$ cat src/rtl/vga_frame_sampler_if.sv
// rtl/vga_frame_sampler_if.sv - video input and recovered-timing/cell-sample signals of vga_frame_sampler
interface vga_frame_sampler_if;
    logic        pix_en;
    logic        hsync;
    logic        vsync;
    logic        nblanc;
    logic [7:0]  r;
    logic [7:0]  g;
    logic [7:0]  b;
    logic [9:0]  x;
    logic [9:0]  y;
    logic        locked;
    logic        cell_we;
    logic [3:0]  cell_idx;
    logic [23:0] cell_rgb;
    logic        frame_done;
    logic        err;
    logic [15:0] frame_crc;

    modport master (
        output pix_en, hsync, vsync, nblanc, r, g, b,
        input  x, y, locked, cell_we, cell_idx, cell_rgb, frame_done, err, frame_crc
    );

    modport slave (
        input  pix_en, hsync, vsync, nblanc, r, g, b,
        output x, y, locked, cell_we, cell_idx, cell_rgb, frame_done, err, frame_crc
    );
endinterface

$ cat src/rtl/vga_frame_sampler.sv
// rtl/vga_frame_sampler.sv - VGA timing lock and 4x4 cell-centre sampler; VGA_FRAME_SAMPLER_CRC_EN adds a per-frame CRC-16
module vga_frame_sampler #(
    parameter int H_ACTIVE    = 640,
    parameter int V_ACTIVE    = 480,
    parameter int GRID_X0     = 160,
    parameter int GRID_Y0     = 80,
    parameter int CELL_W      = 80,
    parameter int CELL_H      = 80,
    parameter int LOCK_FRAMES = 2
) (
    input logic               clk,
    input logic               reset,
    vga_frame_sampler_if.slave bus
);
    localparam int GW = $clog2(LOCK_FRAMES + 1);
    localparam logic [9:0]  H_LAST = 10'(H_ACTIVE - 1);
    localparam logic [9:0]  V_N    = 10'(V_ACTIVE);
    localparam logic [9:0]  Y_MAX  = 10'(V_ACTIVE - 1);
    localparam logic [GW:0] LOCK_N = (GW + 1)'(LOCK_FRAMES);
    localparam logic [GW:0] GC_ONE = (GW + 1)'(1);

    typedef enum logic [1:0] {HUNT, SYNC, LOCK} state_t;

    state_t          state, state_next;
    logic            prev_vsync, prev_nblanc;
    logic [9:0]      x_q, y_q, line_cnt;
    logic            frame_bad;
    logic [GW-1:0]   good_cnt, gc_next;
    logic [15:0]     mask, mask_d;
    logic            cell_we_q, done_q, err_q, done_next, err_next;
    logic [3:0]      idx_q;
    logic [23:0]     rgb_q;

    logic            vs_fall, nb_rise, nb_fall, act, x_max, ovf, hs_viol;
    logic            line_len_bad, bad_line, good_line_end, frame_good;
    logic [9:0]      pix_x, pix_y, line_inc, lines_eff;
    logic [GW:0]     gc_inc;
    logic            col_any, row_any, hit;
    logic [1:0]      col_sel, row_sel;
    logic [23:0]     pix_rgb;

    assign pix_rgb  = {bus.r, bus.g, bus.b};
    assign vs_fall  = bus.pix_en & prev_vsync & ~bus.vsync;
    assign nb_rise  = bus.pix_en & ~prev_nblanc & bus.nblanc;
    assign nb_fall  = bus.pix_en & prev_nblanc & ~bus.nblanc;
    assign act      = bus.pix_en & bus.nblanc;
    assign x_max    = (x_q == 10'h3FF);
    assign ovf      = act & ~nb_rise & x_max;
    // An hsync pulse inside active video can only come from broken timing.
    assign hs_viol  = act & ~bus.hsync;
    assign pix_x    = nb_rise ? 10'd0 : (x_max ? x_q : x_q + 10'd1);
    assign pix_y    = vs_fall ? 10'd0 : y_q;

    assign line_len_bad  = nb_fall & (x_q != H_LAST);
    assign bad_line      = ovf | hs_viol | line_len_bad;
    assign good_line_end = nb_fall & ~line_len_bad;
    assign line_inc      = (line_cnt == 10'h3FF) ? line_cnt : line_cnt + 10'd1;
    // A line ending on the same pixel as vsync falls still belongs to the ending frame.
    assign lines_eff     = good_line_end ? line_inc : line_cnt;
    assign frame_good    = ~frame_bad & ~bad_line & (lines_eff == V_N);
    assign gc_inc        = {1'b0, good_cnt} + GC_ONE;

    always_comb begin
        col_any = 1'b0;
        row_any = 1'b0;
        col_sel = 2'd0;
        row_sel = 2'd0;
        for (int c = 0; c < 4; c++) begin
            if (pix_x == 10'(GRID_X0 + c * CELL_W + CELL_W / 2)) begin
                col_any = 1'b1;
                col_sel = 2'(c);
            end
            if (pix_y == 10'(GRID_Y0 + c * CELL_H + CELL_H / 2)) begin
                row_any = 1'b1;
                row_sel = 2'(c);
            end
        end
        hit = act & (state == LOCK) & col_any & row_any;
    end

    always_comb begin
        state_next = state;
        gc_next    = good_cnt;
        err_next   = 1'b0;
        done_next  = 1'b0;
        case (state)
            HUNT: begin
                if (vs_fall) begin
                    state_next = SYNC;
                    gc_next    = '0;
                end
            end
            SYNC: begin
                if (vs_fall) begin
                    if (frame_good) begin
                        gc_next = gc_inc[GW-1:0];
                        if (gc_inc == LOCK_N)
                            state_next = LOCK;
                    end else begin
                        gc_next  = '0;
                        err_next = 1'b1;
                    end
                end
            end
            LOCK: begin
                if (bad_line || (vs_fall && !frame_good)) begin
                    state_next = HUNT;
                    err_next   = 1'b1;
                end else if (vs_fall && (mask == 16'hFFFF)) begin
                    done_next = 1'b1;
                end
            end
            default: state_next = HUNT;
        endcase

        mask_d = (vs_fall || state_next != LOCK) ? 16'h0000 : mask;
        if (hit && state_next == LOCK)
            mask_d[{row_sel, col_sel}] = 1'b1;
    end

    always_ff @(posedge clk) begin
        if (reset) begin
            state       <= HUNT;
            good_cnt    <= '0;
            mask        <= '0;
            prev_vsync  <= 1'b0;
            prev_nblanc <= 1'b0;
            x_q         <= '0;
            y_q         <= '0;
            line_cnt    <= '0;
            frame_bad   <= 1'b0;
            cell_we_q   <= 1'b0;
            idx_q       <= '0;
            rgb_q       <= '0;
            done_q      <= 1'b0;
            err_q       <= 1'b0;
        end else begin
            state     <= state_next;
            good_cnt  <= gc_next;
            mask      <= mask_d;
            err_q     <= err_next;
            done_q    <= done_next;
            cell_we_q <= hit;
            if (hit) begin
                idx_q <= {row_sel, col_sel};
                rgb_q <= pix_rgb;
            end
            if (bus.pix_en) begin
                prev_vsync  <= bus.vsync;
                prev_nblanc <= bus.nblanc;
            end
            if (act)
                x_q <= pix_x;
            if (vs_fall) begin
                y_q       <= '0;
                line_cnt  <= '0;
                frame_bad <= 1'b0;
            end else begin
                if (good_line_end) begin
                    line_cnt <= line_inc;
                    y_q      <= (y_q == Y_MAX) ? y_q : y_q + 10'd1;
                end
                if (bad_line)
                    frame_bad <= 1'b1;
            end
        end
    end

`ifdef VGA_FRAME_SAMPLER_CRC_EN
    logic [15:0] crc_acc, crc_q, crc_seed;

    function automatic logic [15:0] crc16_rgb(input logic [15:0] crc_in, input logic [23:0] d);
        logic [15:0] c;
        c = crc_in;
        for (int i = 23; i >= 0; i--)
            c = {c[14:0], 1'b0} ^ ((c[15] ^ d[i]) ? 16'h1021 : 16'h0000);
        return c;
    endfunction

    assign crc_seed = vs_fall ? 16'hFFFF : crc_acc;

    always_ff @(posedge clk) begin
        if (reset) begin
            crc_acc <= 16'hFFFF;
            crc_q   <= '0;
        end else begin
            if (act)
                crc_acc <= crc16_rgb(crc_seed, pix_rgb);
            else if (vs_fall)
                crc_acc <= 16'hFFFF;
            if (vs_fall && state == LOCK)
                crc_q <= crc_acc;
        end
    end

    assign bus.frame_crc = crc_q;
`else
    assign bus.frame_crc = 16'h0000;
`endif

    assign bus.x          = x_q;
    assign bus.y          = y_q;
    assign bus.locked     = (state == LOCK);
    assign bus.cell_we    = cell_we_q;
    assign bus.cell_idx   = idx_q;
    assign bus.cell_rgb   = rgb_q;
    assign bus.frame_done = done_q;
    assign bus.err        = err_q;
endmodule
$ cat src/flat_wrapper.sv
// flat-port wrapper written by rule: the top's interface ports become plain ports
module vga_frame_sampler_flat 
#(
    parameter int H_ACTIVE    = 640,
    parameter int V_ACTIVE    = 480,
    parameter int GRID_X0     = 160,
    parameter int GRID_Y0     = 80,
    parameter int CELL_W      = 80,
    parameter int CELL_H      = 80,
    parameter int LOCK_FRAMES = 2
)
  (clk, reset, bus_pix_en, bus_hsync, bus_vsync, bus_nblanc, bus_r, bus_g, bus_b, bus_x, bus_y, bus_locked, bus_cell_we, bus_cell_idx, bus_cell_rgb, bus_frame_done, bus_err, bus_frame_crc);
  vga_frame_sampler_if bus_i ();
  input logic clk;
  input logic reset;
  input wire logic [$bits(bus_i.pix_en)-1:0] bus_pix_en;
  input wire logic [$bits(bus_i.hsync)-1:0] bus_hsync;
  input wire logic [$bits(bus_i.vsync)-1:0] bus_vsync;
  input wire logic [$bits(bus_i.nblanc)-1:0] bus_nblanc;
  input wire logic [$bits(bus_i.r)-1:0] bus_r;
  input wire logic [$bits(bus_i.g)-1:0] bus_g;
  input wire logic [$bits(bus_i.b)-1:0] bus_b;
  output wire logic [$bits(bus_i.x)-1:0] bus_x;
  output wire logic [$bits(bus_i.y)-1:0] bus_y;
  output wire logic [$bits(bus_i.locked)-1:0] bus_locked;
  output wire logic [$bits(bus_i.cell_we)-1:0] bus_cell_we;
  output wire logic [$bits(bus_i.cell_idx)-1:0] bus_cell_idx;
  output wire logic [$bits(bus_i.cell_rgb)-1:0] bus_cell_rgb;
  output wire logic [$bits(bus_i.frame_done)-1:0] bus_frame_done;
  output wire logic [$bits(bus_i.err)-1:0] bus_err;
  output wire logic [$bits(bus_i.frame_crc)-1:0] bus_frame_crc;
  assign bus_i.pix_en = bus_pix_en;
  assign bus_i.hsync = bus_hsync;
  assign bus_i.vsync = bus_vsync;
  assign bus_i.nblanc = bus_nblanc;
  assign bus_i.r = bus_r;
  assign bus_i.g = bus_g;
  assign bus_i.b = bus_b;
  assign bus_x = bus_i.x;
  assign bus_y = bus_i.y;
  assign bus_locked = bus_i.locked;
  assign bus_cell_we = bus_i.cell_we;
  assign bus_cell_idx = bus_i.cell_idx;
  assign bus_cell_rgb = bus_i.cell_rgb;
  assign bus_frame_done = bus_i.frame_done;
  assign bus_err = bus_i.err;
  assign bus_frame_crc = bus_i.frame_crc;
  vga_frame_sampler #(.H_ACTIVE(H_ACTIVE), .V_ACTIVE(V_ACTIVE), .GRID_X0(GRID_X0), .GRID_Y0(GRID_Y0), .CELL_W(CELL_W), .CELL_H(CELL_H), .LOCK_FRAMES(LOCK_FRAMES)) u_core (.clk(clk), .reset(reset), .bus(bus_i));
endmodule
$ cat config.mk
export PLATFORM = sky130hd
export DESIGN_NAME = vga_frame_sampler_flat
export DESIGN_NICKNAME = d
export VERILOG_FILES = /design/src/rtl/vga_frame_sampler_if.sv /design/src/rtl/vga_frame_sampler.sv /design/src/flat_wrapper.sv
export SDC_FILE = /design/constraint.sdc
export NUM_CORES = 1
export LEC_CHECK = 0
export ABC_AREA = 0
export BUFFER_PORTS_ARGS = -buffer_cell sky130_fd_sc_hd__buf_2
export CELL_PAD_IN_SITES_DETAIL_PLACEMENT = 0
export CELL_PAD_IN_SITES_GLOBAL_PLACEMENT = 1
export CORE_ASPECT_RATIO = 1.75
export CORE_MARGIN = 8
export CORE_UTILIZATION = 43
export CTS_CLUSTER_SIZE = 8
export DETAILED_ROUTE_END_ITERATION = 16
export PLACE_DENSITY_LB_ADDON = 0.3
export SLEW_MARGIN = 30
export SYNTH_ARGS = -nofsm -noshare
export SYNTH_HDL_FRONTEND = slang
export SYNTH_SLANG_ARGS = --single-unit
$ cat constraint.sdc
create_clock -name clk -period 7.8 [get_ports clk]
set_input_delay 0.39 -clock clk [delete_from_list [all_inputs] [get_ports clk]]
set_output_delay 0.39 -clock clk [all_outputs]
set_load 0.05 [all_outputs]
Yosys cells after proc, flatten, opt, wreduce, memory -nomap -nowiden:

Cells that the tools add are included.

* bits in registers: 84

* reductions and logical operators: 13
* $add $sub $neg: 4
* equality and inequality tests: 21
* bitwise gates (word level): 30
* multiplexer cells: 38
* $lt $le $gt $ge: 2

Operators with widths (number)
* 10-bit by 9-bit == test with 1-bit output, second input constant: 7
* 10-bit 2-to-1 mux: 5
* 16-bit 2-to-1 mux: 2
* 10-bit by 1-bit adder with 10-bit output, second input constant: 3
* 2-bit 2-to-1 mux: 12
* 10-bit == test, second input constant: 2
* 10-bit by 8-bit == test with 1-bit output, second input constant: 2
* 1-bit bitwise AND: 17
* 16-bit == test, second input constant: 1
* 16-bit bitwise OR: 1
* 1-bit 2-to-1 mux: 15
* 10-bit by 7-bit == test with 1-bit output, second input constant: 1
* 10-bit inequality test, second input constant: 1
* 1-bit NOT: 10
* 2-bit case mux with 3 select lines: 1
* 4-bit by 5-bit < comparator with 1-bit output, second input constant: 1
* 1-bit demux with 4-bit select: 1
* 2-bit == test, second input constant: 2
* 4-bit by 1-bit greater-or-equal comparator with 1-bit output, second input constant: 1
* 1-bit logical AND: 4
* 2-bit by 1-bit inequality test with 1-bit output, second input constant: 2
* 2-bit case mux with 2 select lines: 1
* 2-bit by 1-bit adder with 3-bit output, second input constant: 1
* 3-bit by 2-bit == test with 1-bit output, second input constant: 1
* 12 further kinds: 14

Logic depth before layout (Yosys ltp):

* word-level depth: 21
* mapped depth: 12
* depth with buffers taken out: 9

Worst setup path before layout:

No wires, ideal clock.

* path kind: register to register
* from: reg u_core.x_q[0], in the netlist u_core.bus.x[0]
* to: reg u_core.mask[11]
* data required time: 7.734 ns
* data arrival time: 3.680 ns
* buffers on the path: 2
* slack: 4.054 ns
* cell stages (with the launch flop): 12
* cells stage by stage: dfxtp_1 -> ha_1 -> nand3_1 -> or4_4 -> buf_6 -> nor4_1 -> o221ai_2 -> a2111oi_2 -> mux2_2 -> a21o_4 -> buf_8 -> a21oi_2

* cells in the longest elaborated chain, start to end: 17
* elaborated cells between the ends (all ways): 48
* classes of those cells: add/sub: 1; order compare: 2; eq/ne: 9; mux: 18; bitwise: 12; reduce/logical: 6

Ends and longest elaborated chain
* start, declared: line vga_frame_sampler.sv:26 `logic [9:0] x_q, y_q, line_cnt;`
* start signal, assigned: line vga_frame_sampler.sv:153 `x_q <= pix_x;`
* parallel branches: the longest is 16 deep, another holds 10-bit by 1-bit adder with 10-bit output
* 16-bit 2-to-1 mux *: line vga_frame_sampler.sv:117 `if (hit && state_next == LOCK)`
* end signal, assigned: line vga_frame_sampler.sv:140 `mask <= mask_d;`
* end, declared: line vga_frame_sampler.sv:29 `logic [15:0] mask, mask_d;`

Mark *: on every way between the ends.
A chain may end at the register's enable or synchronous reset.

Worst setup path after layout:

* from: reg u_core.x_q[0], in the netlist u_core.bus.x[0]
* to: reg u_core.mask[14]

The elaborated chain is that of the path after synthesis.

==> impl_metrics.ini <==
[status]
status = finished clean

[critical_path]
cp.buffers_inverters = 0
end_kind = flip-flop
path_cells = ha_1 > and3_1 > nand3_1 > a211oi_1 > nor4b_1 > nand2_1 > nor4b_1 > a22oi_1 > nor2_2
cp.arrival_ns = 3.96
r2r_slack_ns = 4.12
reg2reg_depth = 9
r2r-start = u_core.bus.x[0]$_SDFFE_PP0N_
required_ns = 8.08
slowest_delay_ns = 0.82
cp_top_family = simple AND/OR/NAND/NOR gates
r2r-end = u_core.mask[14]$_SDFF_PP0_
critPathMaxFanout = 9
critPathLaunchType = flip-flop
criticalPathCategory = flip-flop to flip-flop
critPathSlowestCell = nor4b_1
crit_cells = 9
crit_top_cell = nor4b_1

[routing]
dr.pass1.iters = 6
avgRoutedWirePerCell_microns = 16.0
vias = 4236
wl_met3_microns = 863
routed.top_layer = met4
detail_route.iter0.violations = 245
drcViolationCount = 0
met1Wirelength_microns = 4790
final_antenna_net_count = 0
vias_per_cell = 5.60
finalWirelength_microns = 12100
met2_length_microns = 6130

[final_layout]
nets = 662
n_antenna_cell = 0
final_util_pct = 50.7
drive_above_1_share_pct = 19.4
syn_to_final_growth_pct = 15.6
stdcell_count = 756

[grt]
grt_max_degree = 56
grt_usage_pct = 17.7
grt_antenna_before_repair = 0
grt_pass1_vias = 4191
grt_pass1_wl_microns = 20200
overflow = 0

[sta]
rsz0062_at_grt = false
finClkSkew_ns = 0.0100
setup_viol = 0
relSlewSlack_pct = 35.8
final.min_clock_period_ns = 3.68
tns_ns = 0
hold_viol_final = 0
finalWorstSetupSlack_ns = 4.12
tightest_slew_ns = 0.949
finalCritPeriodShare_pct = 47.2
maxSlewViolCount = 0
fmax_mhz = 272

[clock_network]
htree_levels = 3
cts_hold_buf = 0
clk_latency_ns = 0.34
cts-buffers-inserted = 9
cts_resized = 0
cts_root_buffer = clkbuf_16
clock_sinks = 84
tritoncts = yes
cts_setup_buffers = 0
clk_path_buf_depth = 2
clk_pin_slew_worst_paths_ns = 0.07

[run]
max_cap_viol_count = 0

[logic_synthesis]
syn_inst = 564
synth.cell_area_sq_um = 4460
async_reset_ff_share_pct = 0
ys_types = 73
avgSynthCellArea_sq_um = 7.91
ys_ff_latch = 84
synth_edf_count = 0
synth-seq-area-share_pct = 37.7
synth_ff_type = dfxtp_1
ys_warn_count = 0

[floorplanning]
die_h_microns = 151
dieArea_sq_um = 14000
std_cell_rows = 49
initial_core_util_pct = 43.9
design.core.area_sq_um = 10200
io_pins = 98
die_w_microns = 93.0

[placement]
io_buffers = 81
place_inst = 740
hpwl_microns = 8880
gp_congestion = 0.954
place_ws_ns = 4.19

[min_path]
holdPathEnd = u_core.bus.cell_rgb[22]$_SDFFE_PP0P_
hold_path.class = input port to flip-flop
worst_hold_path.num_cells = 3
min_from = bus_r[6]

[pwr]
power_mw = 0.954
p_per_area_nw_per_um2 = 185
p_leak_nw = 1.88
vdd_drop_max_uv = 151
how the worst max path moves through the flow:
stage / start / to / slack [ns]
2_1_floorplan: u_core.bus.x[0]$_SDFFE_PP0N_ / u_core.mask[11]$_SDFF_PP0_ / 4.05
3_3_place_gp: u_core.bus.x[0]$_SDFFE_PP0N_ / u_core.bus.cell_idx[1]$_SDFFE_PP0P_ / 4.05
3_5_place_dp: u_core.bus.x[0]$_SDFFE_PP0N_ / u_core.mask[1]$_SDFF_PP0_ / 4.19
4_1_cts: u_core.bus.x[0]$_SDFFE_PP0N_ / u_core.mask[1]$_SDFF_PP0_ / 4.17
5_1_grt: u_core.bus.x[0]$_SDFFE_PP0N_ / u_core.mask[3]$_SDFF_PP0_ / 3.83
6_report: u_core.bus.x[0]$_SDFFE_PP0N_ / u_core.mask[14]$_SDFF_PP0_ / 4.12
through the flow:
step	area (sq um)	hold slack, ns
2_1_floorplan	4520	0.430
3_3_place_gp	4820	0.440
3_5_place_dp	4820	0.444
4_1_cts	5160	0.267
5_1_grt	5160	0.278
6_report	5160	0.277
per-layer routing:
metal  global-route usage [%]  vias up
met2                     30.4      139
met4                     9.73        0
met3                     5.26       21
li1                         -     2100
met1                     19.0     1976
met5                        0        -
sequential cells by signal (all words and copies together), names as in the netlist:
signal                 count
u_core.bus.cell_rgb       24
u_core.mask               16
u_core.bus.x              10
u_core.bus.y              10
u_core.line_cnt           10
u_core.bus.cell_idx        4
u_core.good_cnt            2
u_core.state               2
u_core.bus.cell_we         1
u_core.bus.err             1
u_core.bus.frame_done      1
u_core.frame_bad           1
u_core.prev_nblanc         1
u_core.prev_vsync          1
Yosys cell counts, drive strengths merged, types with 7 or more instances:
cell type | number | share of area [%]
and3 | 8 | 1.1
xor2 | 7 | 1.4
nor3 | 15 | 1.7
dfxtp | 84 | 38
xnor2 | 7 | 1.4
a21oi | 50 | 5.8
a31oi | 8 | 1.1
ha | 8 | 2.2
nor2 | 58 | 5.3
nor4 | 11 | 1.5
nand3 | 33 | 3.7
buf | 27 | 4.5
nand2 | 94 | 7.9
inv | 10 | 0.84
a22oi | 13 | 2.2
o21ai | 12 | 1.3
nand4 | 13 | 1.8
clkbuf | 23 | 2.0
logic make-up (layout without fill, tap and decap cells):
group / count (synthesis) / count (layout) / synth area share, %
AO/OA/AOI/OAI: 117 / 117 / 17.9
XOR/XNOR: 14 / 14 / 2.75
adder cells (fa/ha/maj): 8 / 8 / 2.24
buffers and inverters: 60 / 110 / 7.26
flip-flops: 84 / 84 / 37.7
multiplexers: 5 / 5 / 1.18
other: 1 / 16 / 0.0840
AND/OR/NAND/NOR: 275 / 275 / 30.9
where the power goes:
group	switching (mW)	internal, mW
clock network	0.184	0.292
registers	0.00158	0.430
logic	0.0364	0.0101
total	0.222	0.732
cells in the final DEF, fill, tap and decap left out, types with 8 or more instances in the layout:
master,Yosys,final
a21oi_1,48,48
a22oi_1,13,13
a31oi_1,8,8
and3_1,8,8
buf_2,3,80
clkbuf_16,0,9
conb_1,1,16
dfxtp_1,84,84
ha_1,8,8
inv_1,10,10
nand2_1,94,94
nand3_1,33,32
nand4_1,13,13
nor2_1,50,50
nor2_2,8,8
nor3_1,15,15
nor4_1,11,11
o21ai_0,11,11
area by class of cell:
class,instances,area (sq um)
timing repair buffer,84,430
clock buffer,10,239
clock inverter,6,93.8
sequential,84,1680
multi-input combinational,435,2520
fill,1061,5020
tap,127,159
inverter,10,37.5
tightest hold or removal path: stages:
cell and delay [ns]:
buf_2 0.09, nand2_1 0.04, a21oi_1 0.05
Note: power is estimated with default switching activity, not from simulation.
